===== src/rtl/quality_sorter_pkg.sv =====
// Shared types for the quality sorter: diverter gate codes, FSM states and
// the priority classifier that maps result pulses onto a gate code.
package quality_sorter_pkg;

    typedef enum logic [1:0] {
        GATE_NONE = 2'b00,
        GATE_LOW  = 2'b01,
        GATE_MED  = 2'b10,
        GATE_HIGH = 2'b11
    } gate_code_t;

    typedef enum logic [1:0] {
        IDLE    = 2'b00,
        ACTUATE = 2'b01,
        SETTLE  = 2'b10
    } sorter_state_t;

    // High beats medium beats low when several pulses arrive together.
    function automatic gate_code_t classify(input logic low, input logic med, input logic high);
        if (high)     return GATE_HIGH;
        else if (med) return GATE_MED;
        else if (low) return GATE_LOW;
        else          return GATE_NONE;
    endfunction

endpackage


===== src/rtl/qs_fifo.sv =====
// Small synchronous FIFO of 2-bit class codes. A push into a full FIFO is
// accepted when a pop happens in the same cycle.
module qs_fifo #(
    parameter int DEPTH = 4,
    localparam int AW = $clog2(DEPTH),
    localparam int LW = AW + 1
) (
    input  logic          clk,
    input  logic          rst_n,
    input  logic          push,
    input  logic          pop,
    input  logic [1:0]    data,
    output logic          full,
    output logic          empty,
    output logic [LW-1:0] level,
    output logic [1:0]    head
);

    logic [1:0]    mem [DEPTH];
    logic [AW-1:0] wr_ptr;
    logic [AW-1:0] rd_ptr;
    logic          push_ok;
    logic          pop_ok;

    assign full    = (level == LW'(DEPTH));
    assign empty   = (level == '0);
    assign pop_ok  = pop && !empty;
    assign push_ok = push && (!full || pop_ok);
    assign head    = mem[rd_ptr];

    always_ff @(posedge clk) begin
        if (push_ok) mem[wr_ptr] <= data;
    end

    always_ff @(posedge clk or negedge rst_n) begin
        if (!rst_n) begin
            wr_ptr <= '0;
            rd_ptr <= '0;
            level  <= '0;
        end else begin
            if (push_ok) wr_ptr <= wr_ptr + 1'b1;
            if (pop_ok)  rd_ptr <= rd_ptr + 1'b1;
            case ({push_ok, pop_ok})
                2'b10:   level <= level + 1'b1;
                2'b01:   level <= level - 1'b1;
                default: level <= level;
            endcase
        end
    end

endmodule


===== src/rtl/quality_sorter.sv =====
// Queues classifier results and drives the three-way diverter gate, one item
// per HOLD_CYCLES+2 cycles. Tallies exist only with QUALITY_SORTER_TALLY_EN.
module quality_sorter
    import quality_sorter_pkg::*;
#(
    parameter int CNT_W       = 8,
    parameter int HOLD_CYCLES = 4,
    parameter int FIFO_DEPTH  = 4,
    localparam int LW = $clog2(FIFO_DEPTH) + 1
) (
    input  logic             clk,
    input  logic             rst_n,
    input  logic             low_i,
    input  logic             medium_i,
    input  logic             high_i,
    input  logic             clear_i,
    output logic [1:0]       gate_o,
    output logic             gate_active_o,
    output logic [CNT_W-1:0] cnt_low_o,
    output logic [CNT_W-1:0] cnt_med_o,
    output logic [CNT_W-1:0] cnt_high_o,
    output logic [LW-1:0]    fifo_level_o,
    output logic             overflow_o,
    output logic             multi_err_o
);

    sorter_state_t state;
    gate_code_t    gate_q;
    gate_code_t    ev_code;
    logic [7:0]    hold_cnt;
    logic          event_v;
    logic          multi_v;
    logic          fifo_full;
    logic          fifo_empty;
    logic          pop;
    logic          drop;
    logic [1:0]    head;

    assign event_v = low_i | medium_i | high_i;
    assign multi_v = (low_i & medium_i) | (low_i & high_i) | (medium_i & high_i);
    assign ev_code = classify(low_i, medium_i, high_i);
    assign pop     = (state == IDLE) && !fifo_empty;
    assign drop    = event_v && fifo_full && !pop;
    assign gate_o  = gate_q;

    qs_fifo #(.DEPTH(FIFO_DEPTH)) u_fifo (
        .clk   (clk),
        .rst_n (rst_n),
        .push  (event_v),
        .pop   (pop),
        .data  (ev_code),
        .full  (fifo_full),
        .empty (fifo_empty),
        .level (fifo_level_o),
        .head  (head)
    );

    // The hold counter is loaded with HOLD_CYCLES-1 so the gate stays on
    // for exactly HOLD_CYCLES cycles including the load cycle.
    always_ff @(posedge clk or negedge rst_n) begin
        if (!rst_n) begin
            state         <= IDLE;
            gate_q        <= GATE_NONE;
            gate_active_o <= 1'b0;
            hold_cnt      <= '0;
        end else begin
            case (state)
                IDLE: begin
                    if (!fifo_empty) begin
                        state         <= ACTUATE;
                        gate_q        <= gate_code_t'(head);
                        gate_active_o <= 1'b1;
                        hold_cnt      <= 8'(HOLD_CYCLES - 1);
                    end
                end
                ACTUATE: begin
                    if (hold_cnt == '0) begin
                        state         <= SETTLE;
                        gate_q        <= GATE_NONE;
                        gate_active_o <= 1'b0;
                    end else begin
                        hold_cnt <= hold_cnt - 1'b1;
                    end
                end
                SETTLE:  state <= IDLE;
                default: state <= IDLE;
            endcase
        end
    end

    always_ff @(posedge clk or negedge rst_n) begin
        if (!rst_n) begin
            overflow_o  <= 1'b0;
            multi_err_o <= 1'b0;
        end else if (clear_i) begin
            overflow_o  <= 1'b0;
            multi_err_o <= 1'b0;
        end else begin
            if (drop)    overflow_o  <= 1'b1;
            if (multi_v) multi_err_o <= 1'b1;
        end
    end

`ifdef QUALITY_SORTER_TALLY_EN
    logic push_ok;
    assign push_ok = event_v && (!fifo_full || pop);

    // Clear takes precedence over a coincident accepted push.
    always_ff @(posedge clk or negedge rst_n) begin
        if (!rst_n) begin
            cnt_low_o  <= '0;
            cnt_med_o  <= '0;
            cnt_high_o <= '0;
        end else if (clear_i) begin
            cnt_low_o  <= '0;
            cnt_med_o  <= '0;
            cnt_high_o <= '0;
        end else if (push_ok) begin
            case (ev_code)
                GATE_LOW:  if (cnt_low_o  != '1) cnt_low_o  <= cnt_low_o  + 1'b1;
                GATE_MED:  if (cnt_med_o  != '1) cnt_med_o  <= cnt_med_o  + 1'b1;
                GATE_HIGH: if (cnt_high_o != '1) cnt_high_o <= cnt_high_o + 1'b1;
                default:   ;
            endcase
        end
    end
`else
    assign cnt_low_o  = '0;
    assign cnt_med_o  = '0;
    assign cnt_high_o = '0;
`endif

endmodule


===== config.mk =====
export PLATFORM = sky130hd
export DESIGN_NAME = quality_sorter
export DESIGN_NICKNAME = d
export VERILOG_FILES = /design/src/rtl/quality_sorter_pkg.sv /design/src/rtl/qs_fifo.sv /design/src/rtl/quality_sorter.sv
export SDC_FILE = /design/constraint.sdc
export NUM_CORES = 1
export LEC_CHECK = 0
export CORE_MARGIN = 3
export CORE_UTILIZATION = 54
export DETAILED_ROUTE_END_ITERATION = 6
export GPL_TIMING_DRIVEN = 0
export PLACE_DENSITY = 0.85
export REMOVE_ABC_BUFFERS = 1
export SYNTH_ARGS = -nofsm -noshare
export SYNTH_HDL_FRONTEND = slang
export SYNTH_SLANG_ARGS = --single-unit

===== constraint.sdc =====
create_clock -name clk -period 6.7 [get_ports clk]
set_clock_uncertainty 0.1 [all_clocks]
set_input_delay 1.005 -clock clk [delete_from_list [all_inputs] [get_ports clk]]
set_output_delay 1.005 -clock clk [all_outputs]
set_load 0.1 [all_outputs]

Yosys cells after proc, flatten, opt, wreduce, memory -nomap -nowiden
Memories as Yosys holds them, arrays and structs flattened.
Index checks and enable logic that the tools add are counted.
{ "classes": {"n_addsub": 5, "multipliers": 0, "div": 0, "order_cmp": 0, "n_eq_ne": 7, "shift": 0, "muxes": 22, "bitwise_logic": 7, "reduce_logical": 19} }
{ "ops": {"columns": ["cell", "count"], "rows": [
  ["8-bit 2-to-1 mux", 2],
  ["8-bit one-hot mux with 2 select lines", 1],
  ["2-bit 2-to-1 mux", 6],
  ["1-bit 2-to-1 mux", 9],
  ["8-bit logical NOT", 1],
  ["2-bit one-hot mux with 2 select lines", 2],
  ["2-bit nonzero test", 4],
  ["8-bit by 1-bit subtractor with 8-bit output, second input constant", 1],
  ["2-bit inequality test, second input constant", 3],
  ["3-bit one-hot mux with 2 select lines", 1],
  ["3-bit AND reduction", 2],
  ["1-bit logical AND", 5],
  ["2-bit by 1-bit adder with 2-bit output, second input constant", 2],
  ["2-bit by 1-bit equality test with 1-bit output, second input constant", 2],
  ["1-bit OR", 4],
  ["3-bit by 1-bit adder with 3-bit output, second input constant", 1],
  ["1-bit bitwise AND", 3],
  ["3-bit equality test, second input constant", 1],
  ["1-bit logical NOT", 3],
  ["3-bit logical NOT", 1],
  ["3-bit by 1-bit subtractor with 3-bit output, second input constant", 1],
  ["2-bit equality test, second input constant", 1],
  ["2-bit logical NOT", 1],
  ["1-bit one-hot mux with 2 select lines", 1],
  ["other kinds (2)", 2]
]} }
{ "word_totals": {"ff_bits": 22, "latchBits": 0, "ramBits": 8, "mem_bits_ro": 0, "input_bits": 6, "output_inout_bits": 32, "n_memories": 1} }
{ "mem_list": {"columns": ["memory", "depth", "word_bits", "rd", "rd_clocked_by_memory_dff", "wr", "line", "source"], "rows": [
  ["u_fifo.mem", 4, 2, 1, 0, 1, "qs_fifo.sv:19", "logic [1:0] mem [DEPTH];"]
]} }

Depth between registers and ports, before layout
Gate-level depths: netlist of the first run.
{ "logic_depth": {"word_depth": 8, "ltp_mapped": 8, "mapped_depth_nobuf": 7} }

Cells and area by module
From an unflattened synthesis of the first run, not the netlist that was laid out.
{ "unflattened": {"hier_cells": 152, "hier_area_um2": 1674.1} }
{ "by_module_without_submodules": {"columns": ["module", "instances", "cells_per_inst", "area_each_um2", "seq_area_each_um2"], "rows": [
  ["quality_sorter", 1, 104, 950.9, 375.4],
  ["qs_fifo", 1, 48, 723.2, 415.4]
]} }

Worst setup path after synthesis of the first run
No wires, ideal clock.
{ "synth_timing": {"path_type": "reg-to-reg", "startpoint": "reg u_fifo.level[1]", "endpoint": "reg u_fifo.level[2]", "setup_time_ns": 0.126, "arrival_ns": 2.606, "t_required_ns": 6.474, "slack_ns": 3.867, "stages_incl_launch_ff": 7, "synth_period_minus_slack_ns": 2.833, "path_cell_list": "dfrtp_1 > nor3_1 > nor2_2 > nand2_1 > fa_1 > or3_1 > a311o_1"} }
{ "synth_between": {"elab_chain_cells": 8} }
{ "synth_rtl": {"columns": ["item", "line", "source"], "rows": [
  ["start, declared", "qs_fifo.sv:15", "output logic [LW-1:0] level,"],
  ["start signal, assigned", "qs_fifo.sv:44", "2'b10: level <= level + 1'b1;"],
  ["start signal, assigned", "qs_fifo.sv:45", "2'b01: level <= level - 1'b1;"],
  ["start signal, assigned", "qs_fifo.sv:46", "default: level <= level;"],
  ["3-bit logical NOT", "qs_fifo.sv:26", "assign empty = (level == '0);"],
  ["1-bit logical NOT", "qs_fifo.sv:27, quality_sorter.sv:42", null],
  ["1-bit logical AND", "quality_sorter.sv:42", "assign pop = (state == IDLE) && !fifo_empty;"],
  ["1-bit logical AND", "qs_fifo.sv:27", "assign pop_ok = pop && !empty;"],
  ["1-bit logical OR", "qs_fifo.sv:28", "assign push_ok = push && (!full || pop_ok);"],
  ["1-bit logical AND", "qs_fifo.sv:28", null],
  ["2-bit by 1-bit equality test with 1-bit output or 2-bit equality test (tied branches)", "qs_fifo.sv:43", "case ({push_ok, pop_ok})"],
  ["3-bit one-hot mux with 2 select lines or 2-bit nonzero test (tied branches)", null, null]
]} }
Parallel ways exist; a longest one is shown, timed or not.
A chain may end at the register's enable or synchronous reset.

Final worst setup path of the first run
{ "layout_timing": {"startpoint": "reg u_fifo.level[2]", "endpoint": "out fifo_level_o[2]"} }
{ "layout_lines": {"columns": ["item", "line", "source"], "rows": [
  ["end, declared", "quality_sorter.sv:22", "output logic [LW-1:0] fifo_level_o,"]
]} }
No word-level cell between the ends.

==> metrics.md, run 1 <==
| Metric | Value |
|---|---|
| Maximum vdd drop | around 0.3 mV |
| Slowest stage delay, CP | roughly 1.2 ns |
| Seq/Total Area, Yosys | 46.10% |
| Peak Freq | between 0.3 and 0.4 GHz |
| RSZ-0062 raised after global routing | false |
| Dpl ws | ~3.3 ns |
| Area grow syn2layout | 7.586% |
| Antenna Violating Nets Remaining | 0 |
| Clk Latency, worst-skew pair | about 0.33 ns |
| Status | complete, no violations |
| WHS Endpoint | hold_cnt[5] |
| Crit path buf inv count | 1 |
| CP max stage cell | clkdlybuf4s50_1 |
| Tot GR Track Use | between 10% and 20% |
| Vias in the first global route | 1177 |
| Total Power | approximately 960 uW |
| Layout cell share with drive strength beyond 1 | under 10% |
| R2R Path End | u_fifo.level[2] |
| Core area | about 2900 sq um |
| Ports | 38 |
| Setup-failing EPs final | 0 |
| Setup tns final | 0 ns |
| Hold Path Cell Cnt | 1 |
| Fin crit share | between 40% and 50% |
| CTS clock-pin slew for the worst setup and hold paths | about 0.10 ns |
| Die W | a little over 60 um |
| Storage cell area | 790.8 sq um |
| Die ar. | a little under 4000 sq um |
| Crit path kind | flop to primary output |
| Hpwl dp | about 2200 um |
| Antenna Cells | 0 |
| Final max-slew violation count | 0 |
| Global-route wire length before repair | around 5300 um |
| Async SR Flop Fraction | between 70% and 80% |
| Worst path required time | about 5.6 ns |
| Dpl cells | 211 |
| Yosys reg bits | 30 |
| Largest area contributor in the netlist | dfrtp_1 |
| Mux share of post-synthesis cell area | between 5 and 6% |
| H-tree Lvls | 2 |
| Leakage | approximately 0.82 nW |
| Cell Rows | 19 |
| First-pass DRT Iterations | 4 |
| Minimum clock period | 3.104 ns |
| Largest net degree at the start of global routing | 23 |
| Cells after synthesis | 160 |
| Grt total ovfl | 0 |
| Final non-filler cell total | about 220 |
| Chip height | about 62 um |
| Nets@finish | approximately 190 |
| Hold WS | slightly above 0.4 ns |
| Largest family of logic cells by synthesized area | simple AND/OR/NAND/NOR gates |
| Top delay family on crit path | buffers and inverters |
| Critical path startpoint category | flop |
| Fill cell count | approximately 240 |
| CTS tree | yes |
| WP data arrival | 2.00 ns |
| Routed length per instance | around 13 um |
| # DRC | 0 |
| Most common cell after layout, fill and taps aside | conb_1 |
| R2R cell count | 6 |
| Post-DR vias/cell | between 5 and 6 |
| Top_reg_cell synth | dfrtp_1 |
| Share of the synthesized area in the top cell type | around 32% |
| Post-Synth Adder-Cell Area | around 5.5% |
| Slew margin rel. | 33.34% |
| Yosys cell types | between 40 and 50 |
| Top cells by area, synth | dfrtp_1 (32%), edfxtp_1 (14%), buf_4 (11%) |
| Core Util, Final | a little under two thirds |
| Max_cap viols | 0 |
| Pwr dens | 522.9 nW/um^2 |
| Dpl cell area | about 1800 sq um |
| Most frequent cells in the layout | conb_1 (24), dfrtp_1 (22), nand2_1 (13), clkdlybuf4s50_1 (13), inv_1 (12) |
| Slack of the critical path | 3.596 ns |
| Worst R2R Start | state[0] |
| Port Buffers | 13 |
| Critical path, cell by cell | clkdlybuf4s50_1 |
| Clk buf depth | 2 |
| Initial antenna violation count | 0 |
| Reg-to-reg slack, setup | approximately 4.1 ns |
| Initial DRC count | between 60 and 70 |
| Post-CTS Hold Fix Bufs | 0 |
| Multi-input logic area | 773.2 sq um |
| CP max FO | 7 |
| CTS Buf Count | 5 |
| Measured slew at the worst slew-check pin | between 0.9 and 1 ns |
| Final wirelength | ~2800 um |
| Mapped Area | roughly 1700 sq um |
| Vias post-DR | 1137 |
| Complex-gate fraction of the synthesized area | about 9.0% |
| Initial Util | around three fifths |
| RD Place Congestion | about 0.76 |
| Root buffer cell | clkbuf_4 |
| Post-cts resize count | 0 |
| XOR/XNOR Fraction of Synth Area | roughly 2.0% |
| Yosys warnings | 0 |
| Final instance area | about 1800 sq um |
| Simple-gate share of the synthesized area | between 10% and 20% |
| Count of clock tree sinks | 30 |
| Hold Crit Class | flop to flop |
| Final hold violation count | 0 |
| CP endpoint kind | primary output |
| Postcts setup bufs | 0 |
| Syn avg cell area | ~11 sq um |
| Post-synth EDFFs | 8 |
| Hold path start | hold_cnt[5] |
==> cell type report <==
| cell class | instances | area share, % |
|---|---|---|
| Tap cell | 42 | 2.847 |
| Clock buffer | 5 | 2.034 |
| Clock inverter | 3 | 0.8814 |
| Sequential cell | 30 | 42.85 |
| Multi-Input combinational cell | 114 | 41.90 |
| Inverter | 12 | 2.441 |
| Timing Repair Buffer | 13 | 7.051 |
==> power breakdown <==
| part | switching (mW) | internal (mW) | leakage, nW |
|---|---|---|---|
| Sequential | 0.0614 | 0.263 | 0.340 |
| Clock | 0.0607 | 0.0389 | 0.0286 |
| Combinational | 0.377 | 0.163 | 0.447 |
==> registers in the layout, summed over array words and instances, names as in the netlist <==
register,flops
gate_active_o,1
gate_o,2
hold_cnt,8
multi_err_o,1
overflow_o,1
state,2
u_fifo.level,3
u_fifo.mem,8
u_fifo.rd_ptr,2
u_fifo.wr_ptr,2
==> layer usage <==
| layer | global-route usage (%) | part of all wire, % |
|---|---|---|
| met5 | 0 | 0 |
| met4 | 7.163 | 1.2 |
| met3 | 6.306 | 7.9 |
| met2 | 28.23 | 51 |
| met1 | 20.78 | 40 |
==> how the worst max path moves through the flow <==
stage / from / to / cells after the start
final: u_fifo.level[2] / fifo_level_o[2] / 1
after floorplan: u_fifo.level[1] / u_fifo.level[2] / 6
after global placement: low_i / u_fifo.level[2] / 6
after global routing: medium_i / u_fifo.level[2] / 6
after CTS: u_fifo.level[2] / fifo_level_o[2] / 1
after detailed placement: low_i / u_fifo.level[2] / 6
==> cells in the mapped netlist (all sizes together) (2+ instances only) <==
master / count
o21ai: 4
mux4: 2
nand2: 13
nor3: 6
a21o: 2
ha: 6
nor4: 2
nand3: 3
nand4b: 2
dfrtp: 22
a41oi: 2
or2: 3
mux2i: 5
clkbuf: 2
a21oi: 4
or3: 2
edfxtp: 8
xnor2: 4
a2111oi: 2
and2: 4
nor2: 12
inv: 12
buf: 25
nand2b: 2
==> cell families after synthesis <==
| logic type | Yosys count |
|---|---|
| DFF | 30 |
| xor gates and xnor gates | 4 |
| muxes | 7 |
| and+or+nand+nor | 52 |
| AOI/OAI and AO/OA | 20 |
| adders and majority gates | 7 |
| buffers and inverters | 39 |
| other | 1 |
(Power assumes the default switching activity.)
==> run 2: changes to the inputs <==
Settings changed: CORE_UTILIZATION 54 to 50, PLACE_DENSITY 0.85 to 0.79.
Clock period 6.7 ns to 3.2 ns, I/O delays scaled along.
==> run 2 against run 1 <==
Net effect: sequential share of layout area down 1.1 points; via count down 2.9%; global-route usage is 1.8 points lower; routed wire length is 1.7% lower; sequential power up 110%; largest cell class unchanged.
==> metrics.md, run 2 (synthesis gave the netlist of run 1 again) <==
| Metric | Value |
|---|---|
| Status | complete, no violations (unchanged) |
| Vias in the first global route | 1087 (was 1177) |
| CP endpoint kind | flop (was primary output) |
| Clk buf depth | 2 (unchanged) |
| Core Util, Final | 60.12% (was 63.63%) |
| Post-DR vias/cell | 4.995 (was 5.192) |
| Die W | 64.57 um (was 62.36 um) |
| Port Buffers | 13 (unchanged) |
| Critical path startpoint category | flop (unchanged) |
| Clk Latency, worst-skew pair | 0.33 ns (about the same) |
| Ports | 38 (unchanged) |
| Hold Crit Class | flop to flop (unchanged) |
| Area grow syn2layout | 10.50% (was 7.586%) |
| Fin crit share | between 80% and 90% |
| Grt total ovfl | 0 (unchanged) |
| H-tree Lvls | 2 (unchanged) |
| Tot GR Track Use | 15.55% (was 17.32%) |
| Largest net degree at the start of global routing | 23 (unchanged) |
| Hpwl dp | 2085 um (was 2179 um) |
| RSZ-0062 raised after global routing | false (unchanged) |
| Pwr dens | 1153 nW/um^2 (was 522.9 nW/um^2) |
| CTS clock-pin slew for the worst setup and hold paths | 0.10 ns (about the same) |
| Setup-failing EPs final | 0 (unchanged) |
| Initial antenna violation count | 0 (unchanged) |
| Worst path required time | 3.32 ns (was 5.59 ns) |
| RD Place Congestion | 0.7774 (was 0.7631) |
| Initial Util | 54.40% (was 59.15%) |
| WP data arrival | 2.74 ns (was 2.00 ns) |
| Routed length per instance | 12.67 um (was 13.01 um) |
| Final hold violation count | 0 (unchanged) |
| Postcts setup bufs | 0 (unchanged) |
| CTS Buf Count | 5 (unchanged) |
| Count of clock tree sinks | 30 (unchanged) |
| Setup tns final | 0 ns (unchanged) |
| Layout cell share with drive strength beyond 1 | 9.605% (unchanged) |
| Slew margin rel. | 33.30% (was 33.34%) |
| Cell Rows | 20 (was 19) |
| Die ar. | 4169 sq um (was 3889 sq um) |
| Chip height | 64.57 um (was 62.36 um) |
| Max_cap viols | 0 (unchanged) |
| Nets@finish | 189 (unchanged) |
| Final wirelength | 2800 um (was 2849 um) |
| Core area | 3153 sq um (was 2900 sq um) |
| Leakage | 0.8398 nW (was 0.8156 nW) |
| Global-route wire length before repair | 4940 um (was 5313 um) |
| Hold WS | 0.4049 ns (was 0.4044 ns) |
| # DRC | 0 (unchanged) |
| Crit path kind | flop to flop (was flop to primary output) |
| Peak Freq | around 0.38 GHz |
| Post-CTS Hold Fix Bufs | 0 (unchanged) |
| Vias post-DR | 1104 (was 1137) |
| Initial DRC count | 66 (was 62) |
| Maximum vdd drop | 0.6649 mV (was 0.2954 mV) |
| Post-cts resize count | 0 (unchanged) |
| Antenna Violating Nets Remaining | 0 (unchanged) |
| Most common cell after layout, fill and taps aside | conb_1 (unchanged) |
| Root buffer cell | clkbuf_4 (unchanged) |
| Registers with the most flip-flops | hold_cnt x8, u_fifo.mem x8, u_fifo.level x3 (unchanged) |
| Measured slew at the worst slew-check pin | 0.9973 ns (was 0.9968 ns) |
| Antenna Cells | 0 (unchanged) |
| Final max-slew violation count | 0 (unchanged) |
| CP max FO | 9 (was 7) |
| Minimum clock period | between 2 and 3 ns |
| First-pass DRT Iterations | 4 (unchanged) |
| Most frequent cells in the layout | conb_1 (24), dfrtp_1 (22), nand2_1 (13), clkdlybuf4s50_1 (13), inv_1 (12) (unchanged) |
| CTS tree | yes (unchanged) |
-- run 2: where the power goes --
| group | total [mW] | internal [mW] | switching (mW) | leakage [nW] |
|---|---|---|---|---|
| registers | 0.683 | 0.552 | 0.132 | 0.340 |
| clock network | 0.374 | 0.241 | 0.134 | 0.0528 |
| logic | 1.13 | 0.343 | 0.785 | 0.447 |
| total | 2.19 | 1.13 | 1.05 | 0.840 |
-- run 2: path summary, 6_finish.rpt --
check                            startpoint              end  slack (ns)  cells past startpoint
worst max-delay path               state[0]  u_fifo.level[2]        0.58                      6
worst min-delay path            hold_cnt[6]      hold_cnt[6]        0.40                      1
worst max register to register     state[0]  u_fifo.level[2]        0.58                      6
worst min register to register  hold_cnt[6]      hold_cnt[6]        0.40                      1
max in group asynchronous             rst_n  u_fifo.level[2]        1.81                      1
min in group asynchronous             rst_n      hold_cnt[6]        0.59                      1
-- run 2: routing by layer --
metal	up-vias	GRT usage (%)	share of wire (%)	routed length, um
li1	534	-	-	-
met1	521	19.75	43	1201
met2	41	25.13	49	1364
met3	8	4.159	6.4	179
met4	0	6.332	2.0	55
met5	-	0	0	0
-- run 2: worst max-delay path: stages (launching register included) --
cell and delay, ns:
dfrtp_1 0.41, or2_1 0.33, nor2_2 0.34, nand2_1 0.14
fa_1 0.45, or3_1 0.41, a311o_1 0.32
-- run 2: layout make-up --
cell class,count,area (sq um)
sequential,30,790.8
clock buffer,5,37.54
clock inverter,3,63.81
multi-input combinational,114,773.2
tap,44,55.05
fill,273,1257
timing repair buffer,13,130.1
inverter,12,45.04
-- run 2: metrics by stage --
step | total power [mW] | instances | worst slack [ns] | cell area [sq um]
detailed placement | 1.822 | 213 | 0.2814 | 1794
finish | 2.185 | 221 | 0.5805 | 1896
floorplan | 1.588 | 156 | 0.3672 | 1609
CTS | 2.203 | 221 | 0.5795 | 1896
global route | 2.340 | 221 | 0.4390 | 1896
global placement | 1.775 | 213 | 0.3660 | 1794
